## config.mk

```make
export PLATFORM = sky130hd
export DESIGN_NAME = square_loc_gen
export DESIGN_NICKNAME = d
export VERILOG_FILES = /design/src/rtl/square_loc_gen.sv
export SDC_FILE = /design/constraint.sdc
export NUM_CORES = 1
export LEC_CHECK = 0
export ABC_AREA = 0
export CAP_MARGIN = 25
export CORE_ASPECT_RATIO = 0.7
export CORE_MARGIN = 8
export CORE_UTILIZATION = 61
export DETAILED_ROUTE_END_ITERATION = 16
export MAX_ROUTING_LAYER = met4
export PLACE_DENSITY = 0.87
export RECOVER_POWER = 25
export SLEW_MARGIN = 20
export SYNTH_ARGS = -nofsm -noshare
export SYNTH_HDL_FRONTEND = slang
export SYNTH_SLANG_ARGS = --single-unit
export TNS_END_PERCENT = 1
```

## constraint.sdc

```tcl
create_clock -name clk -period 6.9 [get_ports clk]
set_clock_uncertainty 0.2 [all_clocks]
set_input_delay 2.07 -clock clk [delete_from_list [all_inputs] [get_ports clk]]
set_output_delay 2.07 -clock clk [all_outputs]
set_load 0.01 [all_outputs]
```

## src/rtl/square_loc_gen.sv

```systemverilog
// Random placement engine for the on-screen target square.
// Draws LFSR candidates, rejects off-screen or player-overlapping ones,
// and returns the accepted top-left corner with a one-cycle valid pulse.
module square_loc_gen #(
  parameter int unsigned        SCREEN_W   = 640,
  parameter int unsigned        SCREEN_H   = 480,
  parameter int unsigned        SQ_SIZE    = 20,
  parameter int unsigned        COORD_W    = 11,
  parameter int unsigned        LFSR_W     = 16,
  parameter logic [LFSR_W-1:0]  SEED       = LFSR_W'(16'hACE1),
  parameter int unsigned        MAX_TRIES  = 16,
  parameter int unsigned        FALLBACK_X = 0,
  parameter int unsigned        FALLBACK_Y = 0
) (
  input  logic               clk,
  input  logic               reset,
  input  logic               start,
  input  logic               avoid_en,
  input  logic [COORD_W-1:0] avoid_x,
  input  logic [COORD_W-1:0] avoid_y,
  output logic [COORD_W-1:0] x_loc,
  output logic [COORD_W-1:0] y_loc,
  output logic               valid,
  output logic               busy,
  output logic               fallback
);

  localparam int unsigned XMAX = SCREEN_W - SQ_SIZE;
  localparam int unsigned YMAX = SCREEN_H - SQ_SIZE;
  localparam int unsigned XB   = $clog2(XMAX + 1);
  localparam int unsigned YB   = $clog2(YMAX + 1);
  localparam int unsigned CW1  = COORD_W + 1;
  localparam int unsigned TW   = (MAX_TRIES > 1) ? $clog2(MAX_TRIES) : 1;

  // Maximal-length Galois (right-shift) feedback masks by width
  function automatic logic [LFSR_W-1:0] taps_for(input int unsigned w);
    case (w)
      3:       return LFSR_W'(32'h0000_0006);
      4:       return LFSR_W'(32'h0000_000C);
      5:       return LFSR_W'(32'h0000_0014);
      6:       return LFSR_W'(32'h0000_0030);
      7:       return LFSR_W'(32'h0000_0060);
      8:       return LFSR_W'(32'h0000_00B8);
      9:       return LFSR_W'(32'h0000_0110);
      10:      return LFSR_W'(32'h0000_0240);
      11:      return LFSR_W'(32'h0000_0500);
      12:      return LFSR_W'(32'h0000_0E08);
      13:      return LFSR_W'(32'h0000_1C80);
      14:      return LFSR_W'(32'h0000_3802);
      15:      return LFSR_W'(32'h0000_6000);
      17:      return LFSR_W'(32'h0001_2000);
      18:      return LFSR_W'(32'h0002_0400);
      19:      return LFSR_W'(32'h0007_2000);
      20:      return LFSR_W'(32'h0009_0000);
      21:      return LFSR_W'(32'h0014_0000);
      22:      return LFSR_W'(32'h0030_0000);
      23:      return LFSR_W'(32'h0042_0000);
      24:      return LFSR_W'(32'h00E1_0000);
      default: return LFSR_W'(32'h0000_B400);
    endcase
  endfunction

  localparam logic [LFSR_W-1:0] TAPS     = taps_for(LFSR_W);
  // A zero seed would lock the LFSR, so it is promoted to 1
  localparam logic [LFSR_W-1:0] SEED_EFF = (SEED == '0) ? LFSR_W'(1) : SEED;

  typedef enum logic [1:0] {IDLE, DRAW, CHECK} state_t;

  state_t             state, state_d;
  logic [LFSR_W-1:0]  lfsr, lfsr_d;
  logic [TW-1:0]      tries, tries_d;
  logic [COORD_W-1:0] cand_x, cand_y, cand_x_d, cand_y_d;
  logic [COORD_W-1:0] x_loc_d, y_loc_d;
  logic               valid_d, busy_d, fallback_d;
  logic [CW1-1:0]     cx, cy, ax, ay, dx, dy;
  logic               accept;

  // Free-running Galois step; never reaches zero from a nonzero state
  assign lfsr_d = (lfsr >> 1) ^ (lfsr[0] ? TAPS : '0);

  // Candidate acceptance: on-screen and clear of the exclusion square
  assign cx     = CW1'(cand_x);
  assign cy     = CW1'(cand_y);
  assign ax     = CW1'(avoid_x);
  assign ay     = CW1'(avoid_y);
  assign dx     = (cx >= ax) ? (cx - ax) : (ax - cx);
  assign dy     = (cy >= ay) ? (cy - ay) : (ay - cy);
  assign accept = (cx <= CW1'(XMAX)) && (cy <= CW1'(YMAX)) &&
                  !(avoid_en && (dx < CW1'(SQ_SIZE)) && (dy < CW1'(SQ_SIZE)));

  // LFSR register, advances every clock
  always_ff @(posedge clk or posedge reset) begin
    if (reset) lfsr <= SEED_EFF;
    else       lfsr <= lfsr_d;
  end

  // Next-state and registered-output logic
  always_comb begin
    state_d    = state;
    tries_d    = tries;
    cand_x_d   = cand_x;
    cand_y_d   = cand_y;
    x_loc_d    = x_loc;
    y_loc_d    = y_loc;
    valid_d    = 1'b0;
    busy_d     = busy;
    fallback_d = fallback;
    case (state)
      IDLE: begin
        if (start) begin
          state_d = DRAW;
          busy_d  = 1'b1;
          tries_d = '0;
        end
      end
      DRAW: begin
        cand_x_d = COORD_W'(lfsr[XB-1:0]);
        cand_y_d = COORD_W'(lfsr[LFSR_W-1 -: YB]);
        state_d  = CHECK;
      end
      CHECK: begin
        if (accept) begin
          x_loc_d    = cand_x;
          y_loc_d    = cand_y;
          valid_d    = 1'b1;
          fallback_d = 1'b0;
          busy_d     = 1'b0;
          state_d    = IDLE;
        end else if (tries == TW'(MAX_TRIES - 1)) begin
          x_loc_d    = COORD_W'(FALLBACK_X);
          y_loc_d    = COORD_W'(FALLBACK_Y);
          valid_d    = 1'b1;
          fallback_d = 1'b1;
          busy_d     = 1'b0;
          state_d    = IDLE;
        end else begin
          tries_d = tries + TW'(1);
          state_d = DRAW;
        end
      end
      default: state_d = IDLE;
    endcase
  end

  // State and output registers
  always_ff @(posedge clk or posedge reset) begin
    if (reset) begin
      state    <= IDLE;
      tries    <= '0;
      cand_x   <= '0;
      cand_y   <= '0;
      x_loc    <= '0;
      y_loc    <= '0;
      valid    <= 1'b0;
      busy     <= 1'b0;
      fallback <= 1'b0;
    end else begin
      state    <= state_d;
      tries    <= tries_d;
      cand_x   <= cand_x_d;
      cand_y   <= cand_y_d;
      x_loc    <= x_loc_d;
      y_loc    <= y_loc_d;
      valid    <= valid_d;
      busy     <= busy_d;
      fallback <= fallback_d;
    end
  end

endmodule
```

==> impl_summary.md, run 1 <==
Status
The flow ran to the end, but the final reports show violations. The checks that failed: max-capacitance violations, max-slew violations.

Die
51 I/O pins were placed. The floorplan step set the die width to 114.0 um. The initial core utilization is between 60% and 70%.

The core region is 6631 um^2. The die area is 9643 um^2. From bottom edge to top edge, the die measures 84.60 um.

The placement row count is 25.

Finish
Leaving out fill and tap cells, the most frequent cell in the layout is sky130_fd_sc_hd__dfrtp_1. The repair_antennas step left the layout with diodes totalling 0. The core occupancy in the finished layout is 72.09%. The area of all sequential standard cells is 1436 um^2. The top cell types in the final layout, fill and taps aside, are sky130_fd_sc_hd__dfrtp_1 (49), sky130_fd_sc_hd__clkdlybuf4s50_1 (47), sky130_fd_sc_hd__inv_1 (44). The layout has 528 filler cells. In the final layout, the multi-input gates occupy 2332 um^2. The post-route netlist has about a tenth of its cells at a drive strength greater than 1. Summing all non-filler instances in the final layout gives an area of 4781 um^2. At the end of the flow, the number of nets in the layout was 549. Compared with the post-synthesis result, the final layout area differs by 16.60%.

Power and ir drop
For this design the ratio of total power to cell area is 180.1 nW/um^2. The leakage power figure is 2.190 nW. The worst voltage drop across the vdd grid is 189.5 uV.

Logic synthesis
After synthesis, the share of flip-flops with an asynchronous set or reset is 100.0%. In the synthesized netlist, the number of instances is 446. During synthesis, Yosys emitted a total of 0 warnings.

The most used flip-flop cell after synthesis is sky130_fd_sc_hd__dfrtp_1. The netlist uses 73 different library cells. Sequential elements use 35.03% of the synthesized area.

The area of the mapped netlist is 4100 um^2. The flip-flop and latch count after synthesis is 57. Counting flops with a built-in enable in the synthesized netlist gives 0. In this run the mean area of a mapped cell was 9.193 um^2.

STA
The worst pin sits at a relative slew slack of -92.33%. The total count of max-transition violations in the final report is 58. The final number of hold-violating endpoints is 0.

The maximum achievable frequency is 165.7 MHz. Setup repair after global routing left no endpoint under its margin. The routed design could run at a clock period as short as 6.035 ns.

The measured slew at the worst slew-check pin is 2.885 ns. Adding up every negative setup slack in the final design gives 0 ns. The final clock period utilization by the worst path is 87.47%. Setup violations remaining at the end of the flow were counted as 0.

GRT
The maximum number of pins on one net before global-route repair is 58. The number of antenna violations at the first check in global routing is 0. The via count of the first global-routing pass is roughly 3400. The global-route usage over all layers is a little under a quarter. The first global-routing pass estimated 16870 um of wire. After global routing the overflow that remains totals 0.

Place
After legalization and detailed placement, the total HPWL measured 7795 um. The count of buffers added on input and output ports is 47. The final estimated routing congestion in global placement is 0.9281. The placed instances occupy a cell area of ~4500 um^2.

Clock network
The clock drives 57 sinks. In this run the deepest clock path goes through 2 buffers. The post-CTS setup buffer count is 0. The buffer cell driving the clock tree root is sky130_fd_sc_hd__clkbuf_8.

The hold-fix buffer count after cts is 0. The total CTS buffers is 9. Clock latency on the worst-skew pair, taken at its later pin, is roughly 0.33 ns. Clock-pin slew was measured on the worst setup and hold paths at 0.06 ns. The number of resized instances in the post-cts repair step is 0. The H-tree was split into 3 levels.

The clock tree from TritonCTS is done.

Drt
Summed over all layers, the routed wires come to 10370 um. In the final routed layout, each cell accounts on average for 17.79 um. After detailed routing, the number of vias per cell comes to 6.055. Detailed routing placed a total of 4804 um of wire on met2. The number of DRC violations after detailed routing is 0. Detailed routing placed a total of 650 um of wire on met3. For this run, the detailed router's first-pass iteration total came to 5. Summing over every cut layer, the via total after detailed routing is between 3000 and 4000. The routed length on met1 is approximately 4800 um. The count of antenna-violating nets left after detailed routing is 0. After the first detailed-routing iteration, the DRC count stood at between 150 and 200. The top layer reached by signal wires is met4.

Setup path
The maximum fanout along the worst path is 17. The worst setup path is launched from an input port. STA classifies the critical path endpoint as a flop.

For the worst setup path, the data arrival time is 6.11 ns. Data on the critical path is required at its endpoint by 6.97 ns. The classification of the worst setup path is input port to flop.

Hold path
The path class of the tightest hold or removal check is flop to flop.

Run
The number of max-cap violations is 1.
power by group:
group,switching (mW),internal [mW]
Combinational,0.0800,0.0564
Sequential,0.00475,0.341
Clock,0.130,0.249
Total,0.215,0.646
state kept, by name (all words and copies together) (netlist names):
| signal | flops |
|---|---|
| tries | 4 |
| cand_y | 9 |
| valid | 1 |
| busy | 1 |
| x_loc | 9 |
| state | 2 |
| cand_x | 7 |
| y_loc | 7 |
| fallback | 1 |
| lfsr | 16 |
final cells by class:
class	instances	share of cell area, %
Timing Repair Buffer	49	9.997
Tap cell	94	2.460
Multi-Input combinational cell	321	48.78
Inverter	46	3.612
Clock buffer	11	2.957
Clock inverter	5	2.146
Sequential cell	57	30.04
worst paths after layout:
check,cells after the start,slack [ns],startpoint,end
hold reg to reg,0,0.17,lfsr[6]$_DFF_PP1_,lfsr[5]$_DFF_PP1_
setup reg to reg,11,2.62,cand_y[0]$_DFFE_PP0N_,x_loc[0]$_DFFE_PP0P_
min in group asynchronous,3,2.95,reset,cand_y[8]$_DFFE_PP0N_
max in group asynchronous,3,1.92,reset,lfsr[2]$_DFF_PP0_
hold / removal,0,0.17,lfsr[6]$_DFF_PP1_,lfsr[5]$_DFF_PP1_
setup / recovery,13,0.86,avoid_x[5],x_loc[0]$_DFFE_PP0P_
cells in the mapped netlist, types with 3 or more instances:
| library cell | n | area share [%] |
|---|---|---|
| sky130_fd_sc_hd__o211ai_1 | 4 | 0.73 |
| sky130_fd_sc_hd__a211oi_1 | 6 | 1.1 |
| sky130_fd_sc_hd__o21ai_0 | 31 | 3.8 |
| sky130_fd_sc_hd__inv_1 | 45 | 4.1 |
| sky130_fd_sc_hd__xnor2_1 | 4 | 0.85 |
| sky130_fd_sc_hd__nand3_1 | 12 | 1.5 |
| sky130_fd_sc_hd__a21o_1 | 10 | 1.8 |
| sky130_fd_sc_hd__o21bai_1 | 4 | 0.73 |
| sky130_fd_sc_hd__ha_1 | 39 | 12 |
| sky130_fd_sc_hd__nor2_1 | 17 | 1.6 |
| sky130_fd_sc_hd__mux2i_1 | 4 | 0.98 |
| sky130_fd_sc_hd__a21oi_1 | 30 | 3.7 |
| sky130_fd_sc_hd__and2_1 | 3 | 0.46 |
| sky130_fd_sc_hd__nor3_1 | 15 | 1.8 |
| sky130_fd_sc_hd__nand4_1 | 3 | 0.46 |
| sky130_fd_sc_hd__a2111oi_0 | 4 | 0.85 |
| sky130_fd_sc_hd__buf_6 | 7 | 1.9 |
| sky130_fd_sc_hd__o21a_1 | 7 | 1.3 |
| sky130_fd_sc_hd__mux2_2 | 3 | 0.82 |
| sky130_fd_sc_hd__nand2_1 | 37 | 3.4 |
| sky130_fd_sc_hd__clkbuf_1 | 10 | 0.92 |
| sky130_fd_sc_hd__and3_1 | 3 | 0.46 |
| sky130_fd_sc_hd__dfstp_2 | 8 | 5.1 |
| sky130_fd_sc_hd__xor2_1 | 7 | 1.5 |
| sky130_fd_sc_hd__nor4b_1 | 4 | 0.85 |
| sky130_fd_sc_hd__a22o_2 | 7 | 1.7 |
| sky130_fd_sc_hd__dfrtp_1 | 49 | 30 |
| sky130_fd_sc_hd__a22o_1 | 11 | 2.3 |
| sky130_fd_sc_hd__buf_4 | 6 | 1.1 |
worst max-delay path, stage by stage:
cell and delay (ns):
sky130_fd_sc_hd__clkdlybuf4s50_1 0.48, sky130_fd_sc_hd__inv_1 0.05, sky130_fd_sc_hd__ha_1 0.50, sky130_fd_sc_hd__nand3_2 0.15, sky130_fd_sc_hd__or3_4 0.38, sky130_fd_sc_hd__or4_4 0.53
sky130_fd_sc_hd__nand2_1 0.22, sky130_fd_sc_hd__mux2_2 0.38, sky130_fd_sc_hd__xor2_1 0.16, sky130_fd_sc_hd__o2111a_2 0.29, sky130_fd_sc_hd__a31o_4 0.28, sky130_fd_sc_hd__nor2_4 0.41
sky130_fd_sc_hd__a22o_2 0.22
kinds of logic (layout without fill, tap and decap cells):
| group | after synthesis | count (layout) | synth area share (%) |
|---|---|---|---|
| AOI/OAI and AO/OA | 145 | 145 | 25.30 |
| xor gates and xnor gates | 11 | 11 | 2.350 |
| adders and majority gates | 39 | 39 | 11.90 |
| buffers and inverters | 70 | 111 | 8.270 |
| DFF | 57 | 57 | 35.03 |
| muxes | 7 | 7 | 1.800 |
| other | 1 | 3 | 0.09146 |
| and+or+nand+nor | 116 | 116 | 15.26 |
metrics by stage:
step | hold WS (ns) | worst slack (ns) | power (mW) | cells
after global routing | 0.1791 | 0.7349 | 0.8973 | 583
final | 0.1682 | 0.8648 | 0.8609 | 583
after CTS | 0.1656 | 0.9435 | 0.8664 | 583
after global placement | 0.1561 | 0.6320 | 0.4852 | 567
after floorplan | 0.1535 | 1.560 | 0.4447 | 448
after detailed placement | 0.1564 | 0.6111 | 0.4870 | 567
routing by layer:
layer | vias to the layer above | global-route usage [%]
met3 | 16 | 5.014
met4 | 0 | 5.174
met1 | 1695 | 29.96
met5 | - | -
met2 | 139 | 34.15
li1 | 1680 | -
Note: power is estimated with default switching activity, not from simulation.
==> run 2: changes to the inputs <==
Settings changed: SLEW_MARGIN 20 to not set.
==> results of run 2 <==
Final layout, timing and power as in run 1 (identical DEF).
